==> config.mk <==
export PLATFORM = sky130hd
export DESIGN_NAME = mem_ctrl
export DESIGN_NICKNAME = d
export VERILOG_FILES = /design/src/rtl/mem_ctrl_pkg.sv /design/src/rtl/mem_ctrl.sv
export SDC_FILE = /design/constraint.sdc
export NUM_CORES = 1
export LEC_CHECK = 0
export ABC_AREA = 1
export CAP_MARGIN = 30
export CORE_MARGIN = 5
export CORE_UTILIZATION = 45
export CTS_CLUSTER_SIZE = 30
export DETAILED_ROUTE_END_ITERATION = 6
export HOLD_SLACK_MARGIN = 0.06
export PLACE_DENSITY_LB_ADDON = 0.12
export RECOVER_POWER = 100
export SLEW_MARGIN = 15
export SYNTH_ARGS = -nofsm -noshare
export SYNTH_HDL_FRONTEND = slang
export SYNTH_SLANG_ARGS = --single-unit
==> constraint.sdc <==
create_clock -name clk -period 2.4 [get_ports clk]
set_input_delay 0.24 -clock clk [delete_from_list [all_inputs] [get_ports clk]]
set_output_delay 0.24 -clock clk [all_outputs]
set_load 0.01 [all_outputs]
==> src/rtl/mem_ctrl_pkg.sv <==
// Shared constants, state encoding and width decoding for the byte-serial
// memory controller.
package mem_ctrl_pkg;

  localparam int RegBus     = 32;
  localparam int MemAddrBus = 17;

  localparam logic [1:0] MEM_B = 2'b00;
  localparam logic [1:0] MEM_H = 2'b01;
  localparam logic [1:0] MEM_W = 2'b10;

  typedef enum logic [1:0] {
    IDLE = 2'd0,
    RD   = 2'd1,
    WR   = 2'd2
  } state_t;

  // Width code 11 is treated the same as a full word.
  function automatic logic [2:0] width_len(input logic [1:0] width);
    case (width)
      MEM_B:   width_len = 3'd1;
      MEM_H:   width_len = 3'd2;
      default: width_len = 3'd4;
    endcase
  endfunction

endpackage

==> src/rtl/mem_ctrl.sv <==
// Arbitrates the IF and MEM ports onto the 8-bit unified RAM and splits each
// access into little-endian byte transfers.
module mem_ctrl
  import mem_ctrl_pkg::*;
#(
  parameter int ADDR_W = MemAddrBus
) (
  input  logic              clk,
  input  logic              rst,
  input  logic              if_re,
  input  logic [31:0]       if_addr,
  input  logic              if_flush,
  output logic              if_busy,
  output logic              if_done,
  output logic [31:0]       if_data,
  input  logic              mem_re,
  input  logic              mem_we,
  input  logic [31:0]       mem_addr,
  input  logic [1:0]        mem_width,
  input  logic [31:0]       mem_wdata,
  output logic              mem_busy,
  output logic              mem_done,
  output logic [31:0]       mem_data,
  output logic [ADDR_W-1:0] ram_a,
  output logic [7:0]        ram_dout,
  output logic              ram_wr,
  input  logic [7:0]        ram_din
);

  state_t              state;
  logic [2:0]          cnt;
  logic [2:0]          n;
  logic [ADDR_W-1:0]   base;
  logic [RegBus-1:0]   wdata;
  logic [RegBus-1:0]   rbuf;
  logic                sel_if;
  logic                if_pend;
  logic                mem_pend;

  logic                if_req;
  logic                mem_req;
  logic [2:0]          cnt_inc;
  logic [ADDR_W-1:0]   addr_next;
  logic [1:0]          lane;
  logic [RegBus-1:0]   rbuf_nx;
  logic                unused_addr;

  // Only the low ADDR_W bits of either address reach the RAM.
  assign unused_addr = ^{if_addr, mem_addr};

  assign if_busy  = if_pend;
  assign mem_busy = mem_pend;

  always_comb begin
    if_req    = ~if_flush & (if_pend | (if_re & ~if_done));
    mem_req   = mem_pend | ((mem_re | mem_we) & ~mem_done);
    cnt_inc   = cnt + 3'd1;
    addr_next = base + ADDR_W'(cnt_inc);
    // The byte arriving now belongs to the address issued one cycle earlier.
    lane      = cnt[1:0] - 2'd1;
    rbuf_nx   = rbuf;
    rbuf_nx[{lane, 3'b000} +: 8] = ram_din;
  end

  always_ff @(posedge clk) begin
    if (rst) begin
      state    <= IDLE;
      cnt      <= '0;
      n        <= '0;
      base     <= '0;
      wdata    <= '0;
      rbuf     <= '0;
      sel_if   <= 1'b0;
      if_pend  <= 1'b0;
      mem_pend <= 1'b0;
      if_done  <= 1'b0;
      mem_done <= 1'b0;
      if_data  <= '0;
      mem_data <= '0;
      ram_a    <= '0;
      ram_dout <= '0;
      ram_wr   <= 1'b0;
    end else begin
      if_done  <= 1'b0;
      mem_done <= 1'b0;

      if (if_flush)
        if_pend <= 1'b0;
      else if (if_re && !if_done)
        if_pend <= 1'b1;
      if ((mem_re || mem_we) && !mem_done)
        mem_pend <= 1'b1;

      case (state)
        IDLE: begin
          if (mem_req) begin
            base   <= mem_addr[ADDR_W-1:0];
            n      <= width_len(mem_width);
            wdata  <= mem_wdata;
            rbuf   <= '0;
            cnt    <= '0;
            sel_if <= 1'b0;
            ram_a  <= mem_addr[ADDR_W-1:0];
            if (mem_we) begin
              state    <= WR;
              ram_wr   <= 1'b1;
              ram_dout <= mem_wdata[7:0];
            end else begin
              state <= RD;
            end
          end else if (if_req) begin
            base   <= if_addr[ADDR_W-1:0];
            n      <= 3'd4;
            rbuf   <= '0;
            cnt    <= '0;
            sel_if <= 1'b1;
            ram_a  <= if_addr[ADDR_W-1:0];
            state  <= RD;
          end
        end

        RD: begin
          if (sel_if && if_flush) begin
            state <= IDLE;
            cnt   <= '0;
            ram_a <= '0;
          end else begin
            if (cnt != 3'd0)
              rbuf <= rbuf_nx;
            if (cnt == n) begin
              state <= IDLE;
              cnt   <= '0;
              if (sel_if) begin
                if_data <= rbuf_nx;
                if_done <= 1'b1;
                if_pend <= 1'b0;
              end else begin
                mem_data <= rbuf_nx;
                mem_done <= 1'b1;
                mem_pend <= 1'b0;
              end
            end else begin
              cnt   <= cnt_inc;
              ram_a <= (cnt_inc < n) ? addr_next : '0;
            end
          end
        end

        WR: begin
          if (cnt == n - 3'd1) begin
            state    <= IDLE;
            cnt      <= '0;
            ram_wr   <= 1'b0;
            ram_a    <= '0;
            ram_dout <= '0;
            mem_done <= 1'b1;
            mem_pend <= 1'b0;
          end else begin
            cnt      <= cnt_inc;
            ram_a    <= addr_next;
            ram_dout <= wdata[{cnt_inc[1:0], 3'b000} +: 8];
          end
        end

        default: begin
          state  <= IDLE;
          ram_wr <= 1'b0;
          ram_a  <= '0;
        end
      endcase
    end
  end

endmodule

# == Word-level counts from Yosys, hierarchy flattened ==
# Cells that the tools add are included.
# Widths: inputs -> output; s select.
# word_totals
elab_cells,132
out_inout_bits,94
regBits,184
# op_classes
magnitude_cmp,1
reduce_logical,24
eq_ne,13
n_shift,3
n_bitwise,13
muxes,57
n_addsub,5
# ops
cell,n
$mux 32,4
$mux 17,6
$pmux 32 s2,1
$pmux 17 s3,1
$bwmux 32,1
$shift 8x7->32 const A,1
$shiftx 32x6->8,1
$shiftx 8x7->32,1
$mux 8,3
$mux 1,21
$mux 3,7
$add 17x3->17,1
$pmux 8 s2,1
$reduce_and 4->1,4
$mux 2,6
$ne 2x2->1 const B,5
$ne 3x3->1 const B,3
$pmux 3 s3,1
$reduce_and 2->1,4
$neg 5->7,1
$not 1->1,7
$eq 3x3->1,2
$pmux 2 s3,1
$pmux 3 s2,1
other kinds (18),32

# == Depth between registers and ports, before layout ==
# depth
depth_word,8
ltp_mapped,13
depth_no_buf,13

# == Least setup slack after synthesis ==
# OpenSTA, ideal clock, no wires.
# synth_path
path_type,register to register
startpoint,register cnt[0]
endpoint,register ram_a[4]
t_required_ns,2.268
path_buffers,0
stages_incl_launch_ff,13
setup_ns,0.132
arrival_time_ns,2.236
slack_ns,0.031
cell_sequence,dfxtp_1 -> clkinv_1 -> ha_1 -> fa_1 -> nand2_1 -> nand2_1 -> nand2_1 -> xor2_1 -> inv_1 -> nand2_1 -> o21ai_0 -> nand2_1 -> a21oi_1
# synth_via
elab_chain_len,6
# synth_lines
item,line,text
"start, declared",mem_ctrl.sv:31,logic [2:0] cnt;
"start signal, assigned",mem_ctrl.sv:143,cnt <= cnt_inc;
"start signal, assigned",mem_ctrl.sv:159,cnt <= cnt_inc;
$add 3x1->3,mem_ctrl.sv:57,cnt_inc = cnt + 3'd1;
$add 17x3->17 or $lt 3x3->1 (tied branches),"mem_ctrl.sv:58, mem_ctrl.sv:144",
$mux 17,mem_ctrl.sv:144,ram_a <= (cnt_inc < n) ? addr_next : '0;
$mux 17,mem_ctrl.sv:130,if (cnt == n) begin
$mux 17,mem_ctrl.sv:123,if (sel_if && if_flush) begin
$pmux 17 s3,mem_ctrl.sv:94,case (state)
"end signal, assigned",mem_ctrl.sv:103,ram_a <= mem_addr[ADDR_W-1:0];
"end signal, assigned",mem_ctrl.sv:144,
"end signal, assigned",mem_ctrl.sv:160,ram_a <= addr_next;
"end, declared",mem_ctrl.sv:24,"output logic [ADDR_W-1:0] ram_a,"
# Parallel ways exist; a longest one is shown, timed or not. The select of a mux whose other input is x is not followed.
# A chain may end at the register's enable or synchronous reset.

# == Worst setup path after layout ==
# layout_path
startpoint,register cnt[0]
endpoint,register rbuf[0]
# layout_via
elab_chain_len,7
# layout_lines
item,line,text
$sub 2x1->2,mem_ctrl.sv:60,lane = cnt[1:0] - 2'd1;
$neg 5->7,mem_ctrl.sv:62,"rbuf_nx[{lane, 3'b000} +: 8] = ram_din;"
$shiftx 8x7->32 or $shift 8x7->32 (tied branches),mem_ctrl.sv:62,
$bwmux 32,mem_ctrl.sv:62,
$mux 32,mem_ctrl.sv:128,if (cnt != 3'd0)
$mux 32,mem_ctrl.sv:123,
$pmux 32 s2,mem_ctrl.sv:94,
"end signal, assigned",mem_ctrl.sv:129,rbuf <= rbuf_nx;
"end, declared",mem_ctrl.sv:35,logic [RegBus-1:0] rbuf;
# Parallel ways exist; a longest one is shown, timed or not. The select of a mux whose other input is x is not followed.

==> reports/metrics.yaml <==
power:
  power_w: 0.0105
  p_leak_nw: 4.81
  vdd_ir_drop_max_uv: 777
  power_density_nw_per_um2: 920
final_layout:
  num-fill-cells: 1868
  syn_to_final_growth_pct: 30.5
  utilization_pct: 59.0
  drive_gt1_share_pct: 8.11
  antenna-diode-count: 0
  nNetsFinal: 1498
  final_cell_count_no_fill: 1646
grt:
  grt_pass1_vias: 7787
  grt_max_degree: 146
  grt_pass1_wl_um: 40000
  antenna_found_initial: 0
  gr-total-overflow: 0
  gr-usage-all-layers_pct: 22.0
clock_tree:
  cts_max_path_buffers: 2
  clkLatencyLatePin_ns: 0.43
  cts.clk_slew.worst_paths_ns: 0.07
  cts_tree: "yes"
  cts_buffers: 17
  cts-htree-levels: 4
  cts_root_buf: "clkbuf_16"
  clock_sinks: 184
  postCtsSetupBuffers: 0
critical_path:
  worst_ep_required_time_ns: 2.74
  startpoint: "cnt[0]$_SDFFE_PP0P_"
  worst-path-buf-inv: 1
  arrival_ns: 2.65
  slowest_delay_ns: 0.48
  path_cells: "buf_4 -> ha_1 -> nand4_1 -> o22ai_1 -> a21oi_1 -> a211oi_1"
  reg2reg_from: "cnt[0]$_SDFFE_PP0P_"
  critPathTopFamily: "compound AO/OA/AOI/OAI gates"
  cp-start-kind: "register"
  worstPathMaxFanout: 25
  cp_slowest_cell: "o22ai_1"
  worst_setup_path_end_kind: "register"
  critical_path_class: "register to register"
sta:
  fmaxAchievable_ghz: 0.433
  rsz0062_at_grt: "true"
  fin_crit_sh_pct: 96.1
  hold_viol: 0
  finalMaxSlewViolations: 0
  worst_pin_slew_ns: 0.746
  fin_crit_ns: 2.31
  finalClockSkew_ns: 0.0140
  setup_violations: 0
  maxSlewHeadroom_pct: 50.2
  setup_tns_ns: 0
  timing.hold.ws_ns: 0.270
synth:
  ys.warnings.count: 0
  yosysMostFrequentCell: "nand2_1"
  synth_ff_type: "dfxtp_1"
  synth_edf_count: 0
  synth_top_area_share_pct: 42.3
  ys_top_cells_by_area: "dfxtp_1 42%, nand2_1 11%, a21oi_1 7.5%, nand3_1 5.7%, nor2_1 5.6%"
  synthArstFlopShare_pct: 0
  ys_seq_area_share_pct: 42.3
  synth_nets: 1344
  synthCells: 1214
  syn-cell-area_um2: 8720
  ys_types: 38
  ys_ff_latch: 184
  yosysTopAreaCell: "dfxtp_1"
  syn_area_per_cell_um2: 7.18
  yosys-top-cells-count: "247 x nand2_1, 184 x dfxtp_1, 131 x nor2_1"
drt:
  dr_total_vias: 8400
  first_pass_iters: 5
  dr.first_iter.drc_count: 677
  finalWirelength_um: 24800
  route.detailed.wl_per_inst_um: 15.0
  detail_route.vias_per_cell: 5.10
  drc_errors: 0
  ant_nets: 0
floorplanning:
  coreArea_um2: 19300
  die_w_um: 149
  die_h_um: 149
  start_util_pct: 45.2
  io_pins: 206
  die_area_um2: 22300
  fp-row-count: 51
placed_design:
  port_buffers: 175
  globalplace.congestion: 0.888
  dp_hpwl_um: 17100
  place_inst: 1614
worst_hold_path:
  hp-class: "input port to register"
  worstHoldStart: "rst"
job:
  maxCapViolCount: 0
run_status:
  status: "completed"
-- timing repair --
action,CTS,global route
resized for setup,0,2
setup endpoints to repair,0,73
hold buffers,0,0
-- tightest hold or removal path, stage by stage --
cell	delay, ns
buf_4	0.10
inv_1	0.16
nand2_1	0.12
a21oi_1	0.03
-- layer usage --
metal	track usage [%]	vias to the layer above	share of wire [%]
met2	34.1	247	45
met3	4.50	31	5.8
met4	5.72	0	1.6
li1	-	4313	-
met1	31.4	3809	47
met5	0	-	0
-- cell families (layout without fill, tap and decap cells) --
family          Yosys count  in the layout  share of synthesized area [%]
fa+ha+maj                18             18                           2.67
simple gates            511            511                           24.9
xor+xnor                  9              9                          0.904
compound gates          296            296                           19.6
buf+inv                 196            363                           9.70
flops                   184            184                           42.3
-- flip-flops by register name (all words and copies together), names as in the netlist, 2 cells and up --
register,flops
wdata,32
rbuf,32
base,17
if_data,32
ram_dout,8
cnt,3
n,3
ram_a,17
mem_data,32
state,2
-- per-stage QoR --
stage	setup WS [ns]	cell area, um2
4_1_cts	0.0631	11400
3_3_place_gp	0.128	10700
6_report	0.0929	11400
2_1_floorplan	0.0314	8720
3_5_place_dp	0.0905	10800
5_1_grt	-0.0585	11400
-- cell type report --
cell class | instances | area (um2) | area share [%]
multi-input cells | 834 | 4190 | 36.8
flip-flops and latches | 184 | 3680 | 32.4
clock buffers | 17 | 425 | 3.74
clock inverters | 15 | 183 | 1.61
repair buffers | 213 | 2110 | 18.6
well taps | 265 | 332 | 2.92
inverters | 118 | 443 | 3.90
-- report_power, final --
| group | switching [W] | internal (W) | total [W] |
|---|---|---|---|
| Clock | 0.00131 | 0.00158 | 0.00289 |
| Sequential | 0.000295 | 0.00362 | 0.00392 |
| Combinational | 0.00226 | 0.00139 | 0.00365 |
-- worst paths after layout --
kind	endpoint	slack (ns)	cells past startpoint
max	rbuf[0]$_SDFFE_PP0P_	0.09	6
min	ram_wr$_SDFFE_PP0P_	0.27	4
max reg2reg	rbuf[0]$_SDFFE_PP0P_	0.09	6
min reg2reg	ram_wr$_SDFFE_PP0P_	0.44	2
-- cells in the final DEF (no fill, tap or decap), types with 3 or more instances in the layout --
cell type	count
or2_2	15
nand2_2	5
a31oi_1	16
inv_6	4
o211ai_1	8
buf_12	6
dlygate4sd3_1	94
a211oi_1	45
nor2_1	130
nand4_1	4
o21ai_0	63
nand2_1	248
a21oi_1	130
nand3_1	99
buf_4	31
nand2_4	3
nor2_2	3
o21bai_1	4
dfxtp_1	183
inv_1	107
clkinv_1	5
xnor2_1	3
clkdlybuf4s50_1	80
xor2_1	6
inv_2	6
inv_8	3
ha_1	16
o22ai_1	24
clkbuf_16	17
(Power assumes the default switching activity.)
